===== config.mk =====
export PLATFORM = sky130hd
export DESIGN_NAME = merge_load_ctrl
export DESIGN_NICKNAME = d
export VERILOG_FILES = /design/src/rtl/merge_pkg.sv /design/src/rtl/merge_load_ctrl.sv
export SDC_FILE = /design/constraint.sdc
export NUM_CORES = 1
export LEC_CHECK = 0
export ABC_AREA = 1
export ABC_CLOCK_PERIOD_IN_PS = 1600
export CORE_MARGIN = 3
export CORE_UTILIZATION = 45
export CTS_CLUSTER_DIAMETER = 150
export CTS_CLUSTER_SIZE = 24
export DETAILED_ROUTE_END_ITERATION = 10
export HOLD_SLACK_MARGIN = 0.05
export MAX_ROUTING_LAYER = met4
export PLACE_DENSITY = 0.77
export SYNTH_ARGS = -nofsm -noshare
export SYNTH_HDL_FRONTEND = slang
export SYNTH_SLANG_ARGS = --single-unit

===== constraint.sdc =====
create_clock -name clk -period 1.6 [get_ports clk]
set_clock_uncertainty 0.2 [all_clocks]
set_input_delay 0.32 -clock clk [delete_from_list [all_inputs] [get_ports clk]]
set_output_delay 0.32 -clock clk [all_outputs]
set_load 0.01 [all_outputs]

===== src/rtl/merge_pkg.sv =====
// Shared types and helpers for the merge sorter load sequencer.
package merge_pkg;

   typedef enum logic [1:0] {
      ST_LOAD = 2'd0,
      ST_WAIT = 2'd1,
      ST_OUT  = 2'd2
   } merge_state_t;

   localparam int R2TO4_DEF  = 4;
   localparam int LAT_DEF    = 1;
   localparam int ONEHOT_MAX = 32;

   function automatic logic [ONEHOT_MAX-1:0] onehot(input int unsigned pos);
      logic [ONEHOT_MAX-1:0] one;
      one = {{(ONEHOT_MAX-1){1'b0}}, 1'b1};
      return one << pos;
   endfunction

endpackage


===== src/rtl/merge_load_ctrl.sv =====
// Steers one frame of sorted pairs into the 2-to-4 merge row, waits for the
// downstream rows to settle, then presents the merged frame until it is taken.
module merge_load_ctrl
   import merge_pkg::*;
#(
   parameter int WIDTH = 8,
   parameter int R2TO4 = R2TO4_DEF,
   parameter int LAT   = LAT_DEF,
   parameter int CNTW  = 16
) (
   input  logic             clk,
   input  logic             rst,
   input  logic             in_valid,
   output logic             in_ready,
   input  logic             flush,
   output logic [R2TO4-1:0] load,
   output logic             out_en,
   output logic             out_valid,
   input  logic             out_ready,
   output logic             busy,
   output logic [CNTW-1:0]  frames_done
);

   localparam int IDXW   = $clog2(R2TO4);
   localparam int WAIT_W = 4;
   localparam logic [IDXW-1:0]   IDX_LAST  = IDXW'(R2TO4 - 1);
   localparam logic [WAIT_W-1:0] WAIT_INIT = WAIT_W'((LAT == 0) ? 0 : LAT - 1);

   if (WIDTH < 1 || R2TO4 < 2 || R2TO4 > ONEHOT_MAX || LAT < 0 || LAT > 15 || CNTW < 1)
   begin : g_param_check
      $error("merge_load_ctrl: illegal parameter combination");
   end

   merge_state_t      state_q, state_d;
   logic [IDXW-1:0]   idx_q, idx_d;
   logic [WAIT_W-1:0] wcnt_q, wcnt_d;
   logic              out_q, out_d;
   logic [CNTW-1:0]   frames_q, frames_d;

   always_ff @(posedge clk or posedge rst) begin
      if (rst) begin
         state_q  <= ST_LOAD;
         idx_q    <= '0;
         wcnt_q   <= '0;
         out_q    <= 1'b0;
         frames_q <= '0;
      end else begin
         state_q  <= state_d;
         idx_q    <= idx_d;
         wcnt_q   <= wcnt_d;
         out_q    <= out_d;
         frames_q <= frames_d;
      end
   end

   // The row register captures on the accept edge, so load is driven combinationally.
   always_comb begin
      state_d  = state_q;
      idx_d    = idx_q;
      wcnt_d   = wcnt_q;
      out_d    = out_q;
      frames_d = frames_q;
      load     = '0;
      in_ready = (state_q == ST_LOAD) && !rst;

      if (flush) begin
         state_d = ST_LOAD;
         idx_d   = '0;
         wcnt_d  = '0;
         out_d   = 1'b0;
      end else begin
         case (state_q)
            ST_LOAD: begin
               if (in_ready && in_valid) begin
                  load = R2TO4'(onehot(idx_q));
                  if (idx_q == IDX_LAST) begin
                     idx_d = '0;
                     if (LAT > 0) begin
                        state_d = ST_WAIT;
                        wcnt_d  = WAIT_INIT;
                     end else begin
                        state_d = ST_OUT;
                        out_d   = 1'b1;
                     end
                  end else begin
                     idx_d = idx_q + 1'b1;
                  end
               end
            end
            ST_WAIT: begin
               if (wcnt_q == '0) begin
                  state_d = ST_OUT;
                  out_d   = 1'b1;
               end else begin
                  wcnt_d = wcnt_q - 1'b1;
               end
            end
            ST_OUT: begin
               if (out_ready) begin
                  state_d  = ST_LOAD;
                  out_d    = 1'b0;
                  frames_d = frames_q + 1'b1;
               end
            end
            default: begin
               state_d = ST_LOAD;
               out_d   = 1'b0;
            end
         endcase
      end
   end

   assign out_en      = out_q;
   assign out_valid   = out_q;
   assign busy        = !((state_q == ST_LOAD) && (idx_q == '0));
   assign frames_done = frames_q;

endmodule


# --- Yosys cells after proc, flatten, opt, wreduce, memory -nomap -nowiden ---
# Index checks and enable logic that the tools add are counted.
word_totals:
  ff_bits: 25
  latchBits: 0
  ram_bits: 0
  rom_bits: 0
  in_bits: 5
  output_inout_bits: 24
  wordCells: 57
  n_memories: 0
classes:
  addsub: 3
  multipliers: 0
  div: 0
  magnitude_cmp: 0
  n_eq_ne: 9
  shifts: 1
  mux: 22
  bitwise: 1
  n_reduce_logical: 16
op_table:
  columns: ["op", "n"]
  rows:
  - ["$mux 4", 7]
  - ["$mux 2", 9]
  - ["$add 16x1->16 const B", 1]
  - ["$ne 3x3->1 const B", 3]
  - ["$pmux 4 s2", 1]
  - ["$reduce_and 4->1", 2]
  - ["$ne 3x2->1 const B", 2]
  - ["$pmux 2 s3", 1]
  - ["$reduce_and 3->1", 2]
  - ["$eq 2x2->1 const B", 2]
  - ["$logic_not 2->1", 2]
  - ["$logic_not 4->1", 1]
  - ["$reduce_bool 2->1", 2]
  - ["$shl 1x2->4 const A", 1]
  - ["$sub 4x1->4 const B", 1]
  - ["$logic_and 1x1->1", 3]
  - ["$mux 1", 3]
  - ["$pmux 1 s3", 1]
  - ["$reduce_bool 3->1", 1]
  - ["$add 2x1->2 const B", 1]
  - ["$eq 2x1->1 const B", 1]
  - ["$logic_not 1->1", 2]
  - ["$ne 2x2->1 const B", 1]
  - ["$reduce_and 2->1", 1]
  - ["$not 1->1", 1]

# --- Longest topological paths before layout ---
logic_depth:
  ltp_word: 6
  mapped_depth: 8
  mapped_depth_nobuf: 8

# --- Least setup slack after synthesis ---
# Ideal clock, no wire load.
synth_path:
  path_type: "register to output"
  from: "register state_q[0]"
  to: "output port load[0]"
  arrival_time_ns: 1.114
  required_time_ns: 1.080
  setup_slack_ns: -0.034
  stages_incl_launch_ff: 6
  path_buffers: 0
  cell_sequence: "dfrtp_1 > inv_1 > nand2_2 > nor2_4 > nand2_1 > nor3_1"
synth_between:
  elab_chain_cells: 6
synth_rtl:
  columns: ["element", "line_no", "source"]
  rows:
  - ["from (decl)", "merge_load_ctrl.sv:34", "merge_state_t state_q, state_d;"]
  - ["from (signal assigned)", "merge_load_ctrl.sv:48", "state_q <= state_d;"]
  - ["$logic_not 2->1", "merge_load_ctrl.sv:64", "in_ready = (state_q == ST_LOAD) && !rst;"]
  - ["$logic_and 1x1->1", "merge_load_ctrl.sv:64", null]
  - ["named net in_ready", "merge_load_ctrl.sv:14", "output logic in_ready,"]
  - ["$logic_and 1x1->1", "merge_load_ctrl.sv:74", "if (in_ready && in_valid) begin"]
  - ["$mux 4", "merge_load_ctrl.sv:74", null]
  - ["$mux 4", "merge_load_ctrl.sv:72", "case (state_q)"]
  - ["$mux 4", "merge_load_ctrl.sv:66", "if (flush) begin"]
  - ["to (decl)", "merge_load_ctrl.sv:16", "output logic [R2TO4-1:0] load,"]
# The timed path passes the listed nets, and every way through them passes these cells.

# --- Worst setup path after layout ---
layout_path:
  from: "register state_q[1]"
  to: "output port load[3]"
layout_between:
  elab_chain_cells: 6
layout_rtl:
  columns: ["element", "line_no"]
  rows:
  - ["$logic_not 2->1 (*)", "merge_load_ctrl.sv:64, merge_load_ctrl.sv:72"]
  - ["$logic_and 1x1->1", "merge_load_ctrl.sv:64"]
  - ["$logic_and 1x1->1", "merge_load_ctrl.sv:74"]
  - ["$mux 4", "merge_load_ctrl.sv:74"]
  - ["$mux 4 (*)", "merge_load_ctrl.sv:72"]
  - ["$mux 4 (*)", "merge_load_ctrl.sv:66"]
# Mark *: on every way between the ends. The rest lies on a longest branch, timed or not.

==> results.toml <==
[floorplanning]
dieHeight_um = 64.91
rows = 20
die_area_mm2 = 0.004213
die_x_um = 64.91
start_util_pct = 49.13
core_mm2 = 0.003178
io_pins = 29

[worst_setup_path]
reg2reg_slack_ns = 0.05
path_buf_inv = 2
cp_slowest_cell = "dfrtp_1"
crit_chain = "inv_2, nand2_4, nor2_4, nand3_2, nor2_1, buf_2"
rr_endpoint = "frames_done[14]"
cp.required_ns = 1.08
cp_top_family = "flip-flops"
r2r_cells = 8
worst_ep_arrival_time_ns = 1.37
path_class = "reg2out"
crit_path_start_kind = "flop"
end_kind = "output port"
max_stage_delay_ns = 0.42
cp_max_fo = 3
r2r_start = "frames_done[1]"

[detailed_routing]
drc_errors = 0
wirelength_um = 3645
vias_per_cell = 4.841
drtIter0Drc = 97
vias = 1520
dr.pass1.iters = 5
avgRoutedWirePerCell_um = 11.61
drtAntennaViolNets = 0

[sta]
rsz0062_at_grt = "yes"
worst_pin_slew_ns = 0.2666
setup_viol = 6
finalCritPeriodShare_pct = 118.3
worst_slack_ns = -0.2935
slew_headroom_pct = 82.09
holdWs_ns = 0.2029
min_period_ns = 1.893
maxSlewViolCount = 0
hold_violations = 0
final.setup.tns_ns = -1.485
fmax_ghz = 0.5281

[synth]
yosys.area_share.simple_pct = 40.06
synth_top_area_share_pct = 40.06
synth_edf_count = 0
async_reset_ff_share_pct = 100.0
synthAdderAreaFrac_pct = 5.609
synthTopCellsByArea = "dfrtp_1 40%, nand2_1 14%, inv_1 6.3%"
avgSynthCellArea_um2 = 7.926
synth_compound_area_share_pct = 2.724
synth_common_cells = "57 x nand2_1, 26 x inv_1, 25 x dfrtp_1"
synth_area_leader_cell = "dfrtp_1"
muxShareOfSynthArea_pct = 0
synth.cell_area_mm2 = 0.001561
syn-num-nets = 209
yosys_warnings = 0
synth_xor_xnor_area_share_pct = 3.926
yosysMostFrequentCell = "nand2_1"
yosysSeqAreaShare_pct = 40.06
postSynthCellCount = 197
ys_seq_elements = 25
synth_flop_cell = "dfrtp_1"
synth_top_family_by_area = "simple AND/OR/NAND/NOR gates"
synth.distinct_cells = 23

[cts]
postCtsHoldBufs = 0
tritoncts = "done"
clk_pin_slew_ns = 0.13
cts_made_buffers = 3
clockRootBuffer = "clkbuf_4"
insertion_delay_ns = 0.32
h-tree-depth = 1
clockBufferDepth = 2
cts_sinks = 25

[global_route]
grt_pass1_wl_um = 6182
grt_max_degree = 26
grt_overflow = 0
antenna_found_initial = 0
grt_pass1_vias = 1454
grt_usage_pct = 18.76

[run_status]
status = "finished, violations left"
violations = "setup timing"

[power_and_ir_drop]
p_leak_nw = 1.237
ir_drop_mv = 0.5160
power_density_mw_per_mm2 = 535.2
p_total_mw = 1.235

[run]
drv_cap = 0

[placed_design]
place_area_mm2 = 0.002079
place_ws_ns = -0.6327
port_buffers = 28
gp_congestion = 0.8250
dp_hpwl_um = 2538

[cells_and_area]
nets = 283
drive_above_1_share_pct = 34.44
fin_area_mm2 = 0.002307
antenna_cells = 0
areaGrowthSynthToFinish_pct = 47.76
fill_cells = 241

[worst_hold_path]
hold_class = "in2async"
==> stage by stage <==
stage               utilization (%)  std cells
CTS                           69.61        311
global placement              65.43        291
finish                        72.60        314
detailed placement            65.43        291
global route                  72.60        314
floorplan                         -        197
==> routing by layer <==
metal | track usage [%] | routed length, um | part of all wire (%) | vias to the layer above
met2 | 31.67 | 1825 | 50 | 36
met3 | 2.600 | 133 | 3.6 | 4
li1 | - | - | - | 758
met4 | 4.222 | 38 | 1.0 | 0
met5 | - | 0 | 0 | -
met1 | 23.91 | 1648 | 45 | 722
==> cells in the final DEF (no fill, tap or decap), drive strengths merged <==
| cell | Yosys | layout |
|---|---|---|
| buf | 1 | 48 |
| clkbuf | 0 | 5 |
| clkdlybuf4s50 | 0 | 3 |
| dfrtp | 25 | 25 |
| dlygate4sd2 | 0 | 18 |
| ha | 7 | 7 |
| inv | 29 | 29 |
| nand2 | 63 | 63 |
| nand3 | 19 | 19 |
| nand4 | 5 | 5 |
| nor2 | 30 | 30 |
| nor3 | 3 | 3 |
| o21ai | 7 | 7 |
| o21bai | 1 | 1 |
| xnor2 | 5 | 5 |
| xor2 | 2 | 2 |
==> worst register-to-register path, stage by stage (launching register included) <==
cell,delay (ns)
dfrtp_1,0.38
buf_4,0.13
ha_2,0.18
nand3_2,0.14
inv_4,0.11
nand3_4,0.09
nor2_4,0.14
nand3_2,0.07
nand2_1,0.07
==> flip-flops by register name, summed over array words and instances (netlist names) <==
name	cells
wcnt_q	4
frames_done	16
state_q	2
out_en	1
idx_q	2
==> report_power, final <==
| part | switching [mW] | leakage, nW | internal, mW | total [mW] |
|---|---|---|---|---|
| logic | 0.141 | 0.884 | 0.155 | 0.296 |
| registers | 0.0119 | 0.337 | 0.650 | 0.662 |
| clock network | 0.180 | 0.0150 | 0.0976 | 0.277 |
| total | 0.333 | 1.24 | 0.902 | 1.23 |
==> layout make-up <==
type	count	area (um^2)	share of cell area, %
timing repair buffer	70	564.3	24.46
clock buffer	4	26.28	1.139
inverter	29	113.9	4.935
sequential	25	625.6	27.12
multi-input combinational	142	922.1	39.97
tap	44	55.05	2.386
==> worst max-delay path by stage <==
| stage | startpoint | end | slack [ns] | cells after the start |
|---|---|---|---|---|
| detailed placement | rst | load[0] | -0.63 | 5 |
| global route | state_q[1] | load[3] | -0.40 | 6 |
| finish | state_q[1] | load[3] | -0.29 | 6 |
| global placement | rst | load[0] | -0.60 | 5 |
| CTS | state_q[0] | load[0] | -0.27 | 6 |
| floorplan | state_q[0] | load[3] | 0.04 | 5 |
==> timing repair <==
item	4_1_cts	5_1_grt
buffers inserted	16	4
resized for setup	53	23
pin swaps	4	8
setup endpoints to repair	29	20
==> cell families (layout without fill, tap and decap cells) <==
| group | count (synthesis) | in the layout |
|---|---|---|
| simple gates | 120 | 120 |
| flops | 25 | 25 |
| fa+ha+maj | 7 | 7 |
| xor+xnor | 7 | 7 |
| compound gates | 8 | 8 |
| buf+inv | 30 | 103 |
No activity file was read; power rests on OpenSTA's default activity.
